**src/rtl/marquee_scroll_ctrl.sv**
```systemverilog
// Marquee rotate-offset sequencer: rotate left/right or bounce with end dwell.
// Latency: one clk_out tick from start/stop/pause/advance to registered outputs.
// Backpressure: none; pause holds offset, state and dwell counter in place.
module marquee_scroll_ctrl #(
    parameter int WIDTH       = 32,
    parameter int WINDOW      = 4,
    parameter int DWELL_TICKS = 4
) (
    input  logic       clk_out,
    input  logic       reset,
    input  logic       start,
    input  logic       stop,
    input  logic       pause,
    input  logic [1:0] mode,
    input  logic [4:0] step,
    output logic [6:0] shift_offset,
    output logic       shift_dir,
    output logic       running,
    output logic       wrap_pulse,
    output logic [2:0] state
);

    typedef enum logic [2:0] {
        IDLE   = 3'd0,
        ROT_L  = 3'd1,
        ROT_R  = 3'd2,
        B_UP   = 3'd3,
        B_TOP  = 3'd4,
        B_DOWN = 3'd5,
        B_BOT  = 3'd6
    } state_t;

    localparam logic [7:0] WIDTH_L  = 8'(WIDTH);
    localparam logic [7:0] LIMIT_L  = 8'(WIDTH - WINDOW);
    localparam logic [6:0] LIMIT_O  = 7'(WIDTH - WINDOW);
    localparam logic [5:0] STEP_MAX = 6'(WIDTH - 1);
    localparam logic [3:0] DWELL_L  = 4'(DWELL_TICKS);

    state_t     state_q, state_d;
    logic [6:0] offset_q, offset_d;
    logic       dir_q, dir_d;
    logic       wrap_q, wrap_d;
    logic [5:0] step_q, step_d;
    logic [3:0] dwell_q, dwell_d;
    logic [5:0] step_san;
    logic [7:0] off_w, step_w, sum_up;

    // Clamp the requested step so a single tick never moves a full word or more.
    always_comb begin
        step_san = {1'b0, step};
        if (step == 5'd0) begin
            step_san = 6'd1;
        end else if ({1'b0, step} > STEP_MAX) begin
            step_san = STEP_MAX;
        end
    end

    assign off_w  = {1'b0, offset_q};
    assign step_w = {2'b00, step_q};
    assign sum_up = off_w + step_w;

    always_comb begin
        state_d  = state_q;
        offset_d = offset_q;
        dir_d    = dir_q;
        wrap_d   = 1'b0;
        step_d   = step_q;
        dwell_d  = dwell_q;

        if (stop) begin
            state_d = IDLE;
        end else if (start) begin
            step_d = step_san;
            case (mode)
                2'b01: begin
                    state_d = ROT_R;
                    dir_d   = 1'b1;
                end
                2'b10: begin
                    state_d = B_UP;
                    dir_d   = 1'b0;
                end
                default: begin
                    state_d = ROT_L;
                    dir_d   = 1'b0;
                end
            endcase
        end else if (!pause) begin
            case (state_q)
                IDLE: ;
                ROT_L: begin
                    if (sum_up >= WIDTH_L) begin
                        offset_d = 7'(sum_up - WIDTH_L);
                        wrap_d   = 1'b1;
                    end else begin
                        offset_d = 7'(sum_up);
                    end
                end
                ROT_R: begin
                    if (off_w < step_w) begin
                        offset_d = 7'(off_w + WIDTH_L - step_w);
                        wrap_d   = 1'b1;
                    end else begin
                        offset_d = 7'(off_w - step_w);
                    end
                end
                B_UP: begin
                    // Also clamps an offset inherited from a rotate run above LIMIT.
                    if (sum_up >= LIMIT_L) begin
                        offset_d = LIMIT_O;
                        wrap_d   = 1'b1;
                        dwell_d  = DWELL_L;
                        state_d  = B_TOP;
                    end else begin
                        offset_d = 7'(sum_up);
                    end
                end
                B_TOP: begin
                    dwell_d = dwell_q - 4'd1;
                    if (dwell_q <= 4'd1) begin
                        dwell_d = 4'd0;
                        state_d = B_DOWN;
                        dir_d   = 1'b1;
                    end
                end
                B_DOWN: begin
                    if (off_w <= step_w) begin
                        offset_d = 7'd0;
                        wrap_d   = 1'b1;
                        dwell_d  = DWELL_L;
                        state_d  = B_BOT;
                    end else begin
                        offset_d = 7'(off_w - step_w);
                    end
                end
                B_BOT: begin
                    dwell_d = dwell_q - 4'd1;
                    if (dwell_q <= 4'd1) begin
                        dwell_d = 4'd0;
                        state_d = B_UP;
                        dir_d   = 1'b0;
                    end
                end
                default: state_d = IDLE;
            endcase
        end
    end

    always_ff @(posedge clk_out or negedge reset) begin
        if (!reset) begin
            state_q  <= IDLE;
            offset_q <= 7'd0;
            dir_q    <= 1'b0;
            wrap_q   <= 1'b0;
            step_q   <= 6'd1;
            dwell_q  <= 4'd0;
        end else begin
            state_q  <= state_d;
            offset_q <= offset_d;
            dir_q    <= dir_d;
            wrap_q   <= wrap_d;
            step_q   <= step_d;
            dwell_q  <= dwell_d;
        end
    end

    assign shift_offset = offset_q;
    assign shift_dir    = dir_q;
    assign wrap_pulse   = wrap_q;
    assign state        = state_q;
    assign running      = (state_q != IDLE);

endmodule

```
**config.mk**
```make
export PLATFORM = sky130hd
export DESIGN_NAME = marquee_scroll_ctrl
export DESIGN_NICKNAME = d
export VERILOG_FILES = /design/src/rtl/marquee_scroll_ctrl.sv
export SDC_FILE = /design/constraint.sdc
export NUM_CORES = 1
export LEC_CHECK = 0
export BUFFER_PORTS_ARGS = -buffer_cell sky130_fd_sc_hd__buf_2
export CAP_MARGIN = 10
export CORE_UTILIZATION = 47
export DETAILED_ROUTE_END_ITERATION = 10
export PLACE_DENSITY = 0.65
export SLEW_MARGIN = 15
export SYNTH_ARGS = -nofsm -noshare
export SYNTH_HDL_FRONTEND = slang
export SYNTH_SLANG_ARGS = --single-unit
```
**constraint.sdc**
```tcl
create_clock -name clk_out -period 2.65 [get_ports clk_out]
set_input_delay 0.3975 -clock clk_out [delete_from_list [all_inputs] [get_ports clk_out]]
set_output_delay 0.3975 -clock clk_out [all_outputs]
set_load 0.01 [all_outputs]
```
# [Yosys cells after proc, flatten, opt, wreduce, memory -nomap -nowiden]
# Cells that the tools add are included.
[totals] n_memories=0 input_bits=12 ram_bits=0 romBits=0 elab_cells=85 regBits=22 out_inout_bits=13 latchBits=0
[op_classes] magnitude_cmp=5 addsub=6 n_bitwise=3 n_reduce_logical=13 n_eq_ne=19 n_mux=33 n_mul=0 n_shift=0 div=0
[ops] cell="7-bit 2-to-1 mux" count=4
[ops] cell="7-bit one-hot mux with 4 select lines" count=1
[ops] cell="3-bit 2-to-1 mux" count=7
[ops] cell="4-bit inequality test, second input constant" count=4
[ops] cell="3-bit one-hot mux with 5 select lines" count=1
[ops] cell="7-bit by 6-bit subtractor with 7-bit output" count=2
[ops] cell="1-bit 2-to-1 mux" count=12
[ops] cell="4-bit 2-to-1 mux" count=3
[ops] cell="4-bit one-hot mux with 3 select lines" count=1
[ops] cell="6-bit AND reduction" count=2
[ops] cell="3-bit equality test, second input constant" count=3
[ops] cell="3-bit inequality test, second input constant" count=3
[ops] cell="3-bit nonzero test" count=3
[ops] cell="7-bit by 6-bit adder with 8-bit output" count=1
[ops] cell="8-bit by 5-bit >= comparator with 1-bit output, second input constant" count=1
[ops] cell="8-bit by 6-bit >= comparator with 1-bit output, second input constant" count=1
[ops] cell="7-bit by 6-bit adder with 7-bit output, second input constant" count=1
[ops] cell="7-bit by 6-bit <= comparator with 1-bit output" count=1
[ops] cell="7-bit by 6-bit < comparator with 1-bit output" count=1
[ops] cell="7-bit by 6-bit subtractor with 7-bit output, second input constant" count=1
[ops] cell="3-bit by 2-bit equality test with 1-bit output, second input constant" count=2
[ops] cell="2-bit inequality test, second input constant" count=3
[ops] cell="5-bit zero test" count=1
[ops] cell="5-bit 2-to-1 mux" count=1
[ops] cell="17 further kinds" count=19

# [Depth between registers and ports, before layout]
[depth] depth_word=7 ltp_mapped=13 depth_no_buf=13

# [Worst setup path before layout]
# Ideal clock, no wire load.
[synth_timing] path_kind="register to register" start="reg offset_q[4] (netlist: shift_offset[4])" end="reg state_q[0] (netlist: state[0])" path_buffers=0 arrival_time_ns=2.261 period_less_slack_ns=2.372 path_stages_with_launch=9 setup_ns=0.111 required_ns=2.539 setup_slack_ns=0.278 path_cell_list="dfrtp_1 > ha_1 > or4b_4 > clkinv_2 > nand3_4 > a32oi_2 > nor3b_4 > nor3_2 > a2111oi_2"
[synth_via] elab_chain_cells=4 word_cells_on_any_way=6 classes_between="add/sub (1); order compare (2); eq/ne (2); reduce/logical (1)"
[synth_lines] element="start, declared" line="40" text="logic [6:0] offset_q, offset_d;"
[synth_lines] element="start signal, assigned" line="159" text="offset_q <= offset_d;"
[synth_lines] element="7-bit by 6-bit adder with 8-bit output" line="60" text="assign sum_up = off_w + step_w;"
[synth_lines] element="8-bit by 5-bit >= comparator with 1-bit output" line="109" text="if (sum_up >= LIMIT_L) begin"
[synth_lines] element="4-bit inequality test (no line)"
[synth_lines] element="6-bit AND reduction (no line) (*)"
[synth_lines] element="end signal, assigned" line="158" text="state_q <= state_d;"
[synth_lines] element="end, declared" line="39" text="state_t state_q, state_d;"
# Mark *: on every way between the ends. The rest lies on a longest branch, timed or not.
# A chain may end at the register's enable or synchronous reset.

# [Worst setup path in the final report]
[layout_timing] start="reg step_q[0]" end="reg state_q[2] (netlist: state[2])"
[layout_via] elab_chain_cells=4 word_cells_on_any_way=6 classes_between="add/sub (1); order compare (2); eq/ne (2); reduce/logical (1)"
[layout_lines] element="start, declared" line="43" text="logic [5:0] step_q, step_d;"
[layout_lines] element="start signal, assigned" line="162" text="step_q <= step_d;"
[layout_lines] element="7-bit by 6-bit adder with 8-bit output" line="60"
[layout_lines] element="8-bit by 5-bit >= comparator with 1-bit output" line="109"
[layout_lines] element="4-bit inequality test (no line)"
[layout_lines] element="6-bit AND reduction (no line) (*)"
# Marks and branches as above.

==> results.md <==
- # setup viols final: 0
- Area Overhead vs Synth: 14.9%
- Pre-antenna DRT Iters: 4
- Post-route ant nets: 0
- Main area contributors after synthesis: dfrtp_1 (23%), ha_1 (11%), fa_1 (5.5%), a21oi_1 (5.1%), inv_1 (4.8%)
- Fillers: 423
- Clock slew at the register clock pins of the worst setup and hold paths: 90 ps
- Number of synthesized flops with an enable pin: 0
- Worst-skew pair later-pin latency: 270 ps
- DR WL/cell: 14.7 µm
- DRC Markers: 0
- Post-DP HPWL: 4.10 mm
- Clk pwr share: 9.5%
- Final setup slack of the worst path: 69.8 ps
- Starting DRT DRC Count: 260
- PortBufs: 24
- Initial antenna violation count: 0
- Critical path class: flip-flop to flip-flop
- GRT Total Usage: 22.2%
- WHS: 85.6 ps
- CP cell instances: ha_1 > inv_1 > fa_1 > xor2_1 > a32oi_2 > buf_4 > o31a_2 > a2111oi_0
- Post-synthesis simple-gate area fraction: 22.8%
- CP Capture Type: flip-flop
- Ys Warns: 0
- Synth Flop Type: dfrtp_1
- Fraction of layout cells with a size suffix above 1: 21.1%
- Worst Tran Pin Value: 730 ps
- WP data required: 2790 ps
- Synthesized area per cell: 8.07 µm²
- Sw Share: 47.4%
- Fin crit share: 97.4%
- CP Launch Type: flip-flop
- CTS H-tree depth: 1
- Final Max Slew Viols: 0
- Comb power frac: 69.2%
- CTS Hold Bufs: 0
- P_leak: 1.12 nW
- Total Power: 2.36 mW
- Initial Util: 49.5%
- Longest Clk Path Bufs: 2
- Die W: 70.0 µm
- Detailed-route wire length: 5.22 mm
- Multi-input combinational cell area: 1500 µm²
- Reg area: 527 µm²
- Antenna diode instance count: 0
- First-pass GRT wire length: 8.77 mm
- Post-synth top area share: 23.0%
- RSZ-0062 raised after global routing: yes
- Flops & latches, synth: 21
- Ys async rst share: 100%
- Via density: 5.60
- Post-Syn Nets: 306
- Dominant cell type by area after synthesis: dfrtp_1
- Placed cell count: 350
- Max Freq: 388 MHz
- Min Tclk post-route: 2580 ps
- CP arrival: 2720 ps
- Pint: 1.24 mW
- Post-Synth XOR/XNOR Area: 4.03%
- Slowest CP cell: dfstp_2
- Count of cell types in the netlist: 56
- CTS root buffer: clkbuf_8
- Post-synthesis cell area: 2170 µm²
- Vias in the first global route: 1812
- Status: finished, final reports clean
- Class of the worst hold path: input port to async pin
- Max incr delay on CP: 550 ps
- Seq pwr share: 21.3%
- Area fraction in compound gates after synthesis: 23.4%
- Max-slew headroom: 51.2%
- Final std cells w/o fill: 355
- Seq/Total Area, Yosys: 24.3%
- Final Skew: 7.55 ps
- Hold Vio Cnt, Final: 0
- Post-synthesis cell count: 269
- GPL Wtd Cong: 0.851
- Grt total ovfl: 0
- Largest net degree at the start of global routing: 22
- TritonCTS Buffers: 3
- Net Switching: 1.12 mW
- Chip Height: 70.0 µm
- Clk sink count: 21
- Ports: 25
- Core footprint: 4380 µm²
- CTS tree: done
- Max cap viols: 0
- Worst Path Max Fanout: 5
- Peak supply drop: 0.433 mV
- Routed via count: 1989
- Largest family of logic cells by synthesized area: compound AO/OA/AOI/OAI gates
- Post-Synth Adder-Cell Area: 16.5%
- Row cnt: 24
- Die ar.: 4900 µm²
- P per Cell Area: 945 nW/µm²
- Fin nets: 341
- Mux cell area share after synthesis: 0.461%
- Dpl ws: 28.6 ps
-- logic make-up after synthesis --
logic type,Yosys count
buf+inv,41
simple gates,93
flops,21
xor+xnor,10
compound gates,78
mux,1
fa+ha+maj,25
-- state kept, by name, indices dropped and copies added, names as in the netlist --
register      count
step_q            5
dwell_q           4
shift_dir         1
shift_offset      7
state             3
wrap_pulse        1
-- through the flow --
| step | setup TNS, ps | utilization (%) | cell area, µm² |
|---|---|---|---|
| after global placement | 0 | 54.9 | 2400 |
| final | 0 | 56.9 | 2490 |
| after detailed placement | 0 | 54.9 | 2400 |
| after floorplan | 0 | - | 2170 |
| after CTS | 0 | 55.9 | 2450 |
| after global routing | -8.88 | 56.9 | 2490 |
-- placed cells by master (no fill, tap or decap), drive strengths merged, types with 9 or more instances in the layout --
cell type / Yosys / routed
nor2: 14 / 14
dfrtp: 20 / 20
nand3: 9 / 9
ha: 19 / 19
nor3: 11 / 11
a21oi: 22 / 22
buf: 8 / 41
nand2: 28 / 28
inv: 29 / 29
o21ai: 23 / 23
-- synthesized netlist by cell type (2+ instances only) --
cell type,number
a21oi_1,22
o21ai_0,21
nor3_1,10
xor2_1,2
a22oi_1,3
o31ai_1,4
nand3_1,8
o211ai_1,2
nand2b_1,5
nand4_1,4
inv_1,28
o21ai_1,2
or3_1,3
nand2_1,28
nor2_1,14
ha_1,19
xnor2_1,8
nor4_1,2
buf_4,6
dfrtp_1,20
clkbuf_1,3
nor2b_1,8
fa_1,6
a311oi_1,3
o21bai_1,5
a31oi_1,3
-- power by group through the flow --
stage | logic, mW | clock network [mW] | registers [mW]
after floorplan | 1.15 | 0 | 0.506
after global placement | 1.57 | 0 | 0.503
after detailed placement | 1.57 | 0 | 0.505
after CTS | 1.58 | 0.230 | 0.497
after global routing | 1.83 | 0.242 | 0.522
final | 1.63 | 0.224 | 0.503
-- metal layers --
metal | part of all wire, % | GRT usage [%] | vias to the layer above
li1 | - | - | 1018
met2 | 44 | 32.9 | 57
met1 | 51 | 34.3 | 909
met5 | 0 | 0 | -
met3 | 4.6 | 2.45 | 5
met4 | 0.92 | 5.56 | 0
-- cell type report --
type                            count  area share, %
Multi-Input combinational cell    207           60.0
Clock buffer                        4           1.81
Timing Repair Buffer               41           9.93
Inverter                           30           4.56
Sequential cell                    21           21.1
Tap cell                           52           2.61
-- worst max-delay path, delay by kind of cell, from the launching register on --
family,cells,cell delay [ps]
AOI/OAI and AO/OA,3,790
buffers and inverters,2,230
adders and majority gates,2,620
DFF,1,550
xor gates and xnor gates,1,260
-- worst paths after layout --
kind                       startpoint               to  slack, ps  cells past startpoint
min                             reset  shift_offset[6]         90                      1
max reg2reg                 step_q[0]         state[2]         70                      8
min in group clk_out          step[1]        step_q[1]        340                      3
max in group asynchronous       reset        step_q[0]       2200                      1
max                         step_q[0]         state[2]         70                      8
min reg2reg                 shift_dir        shift_dir        520                      2
-- timing repair --
item,in CTS,in global routing
setup endpoints to repair,0,12
setup buffers,0,1
resized for setup,0,8
Power figures use the tool's default switching activity.
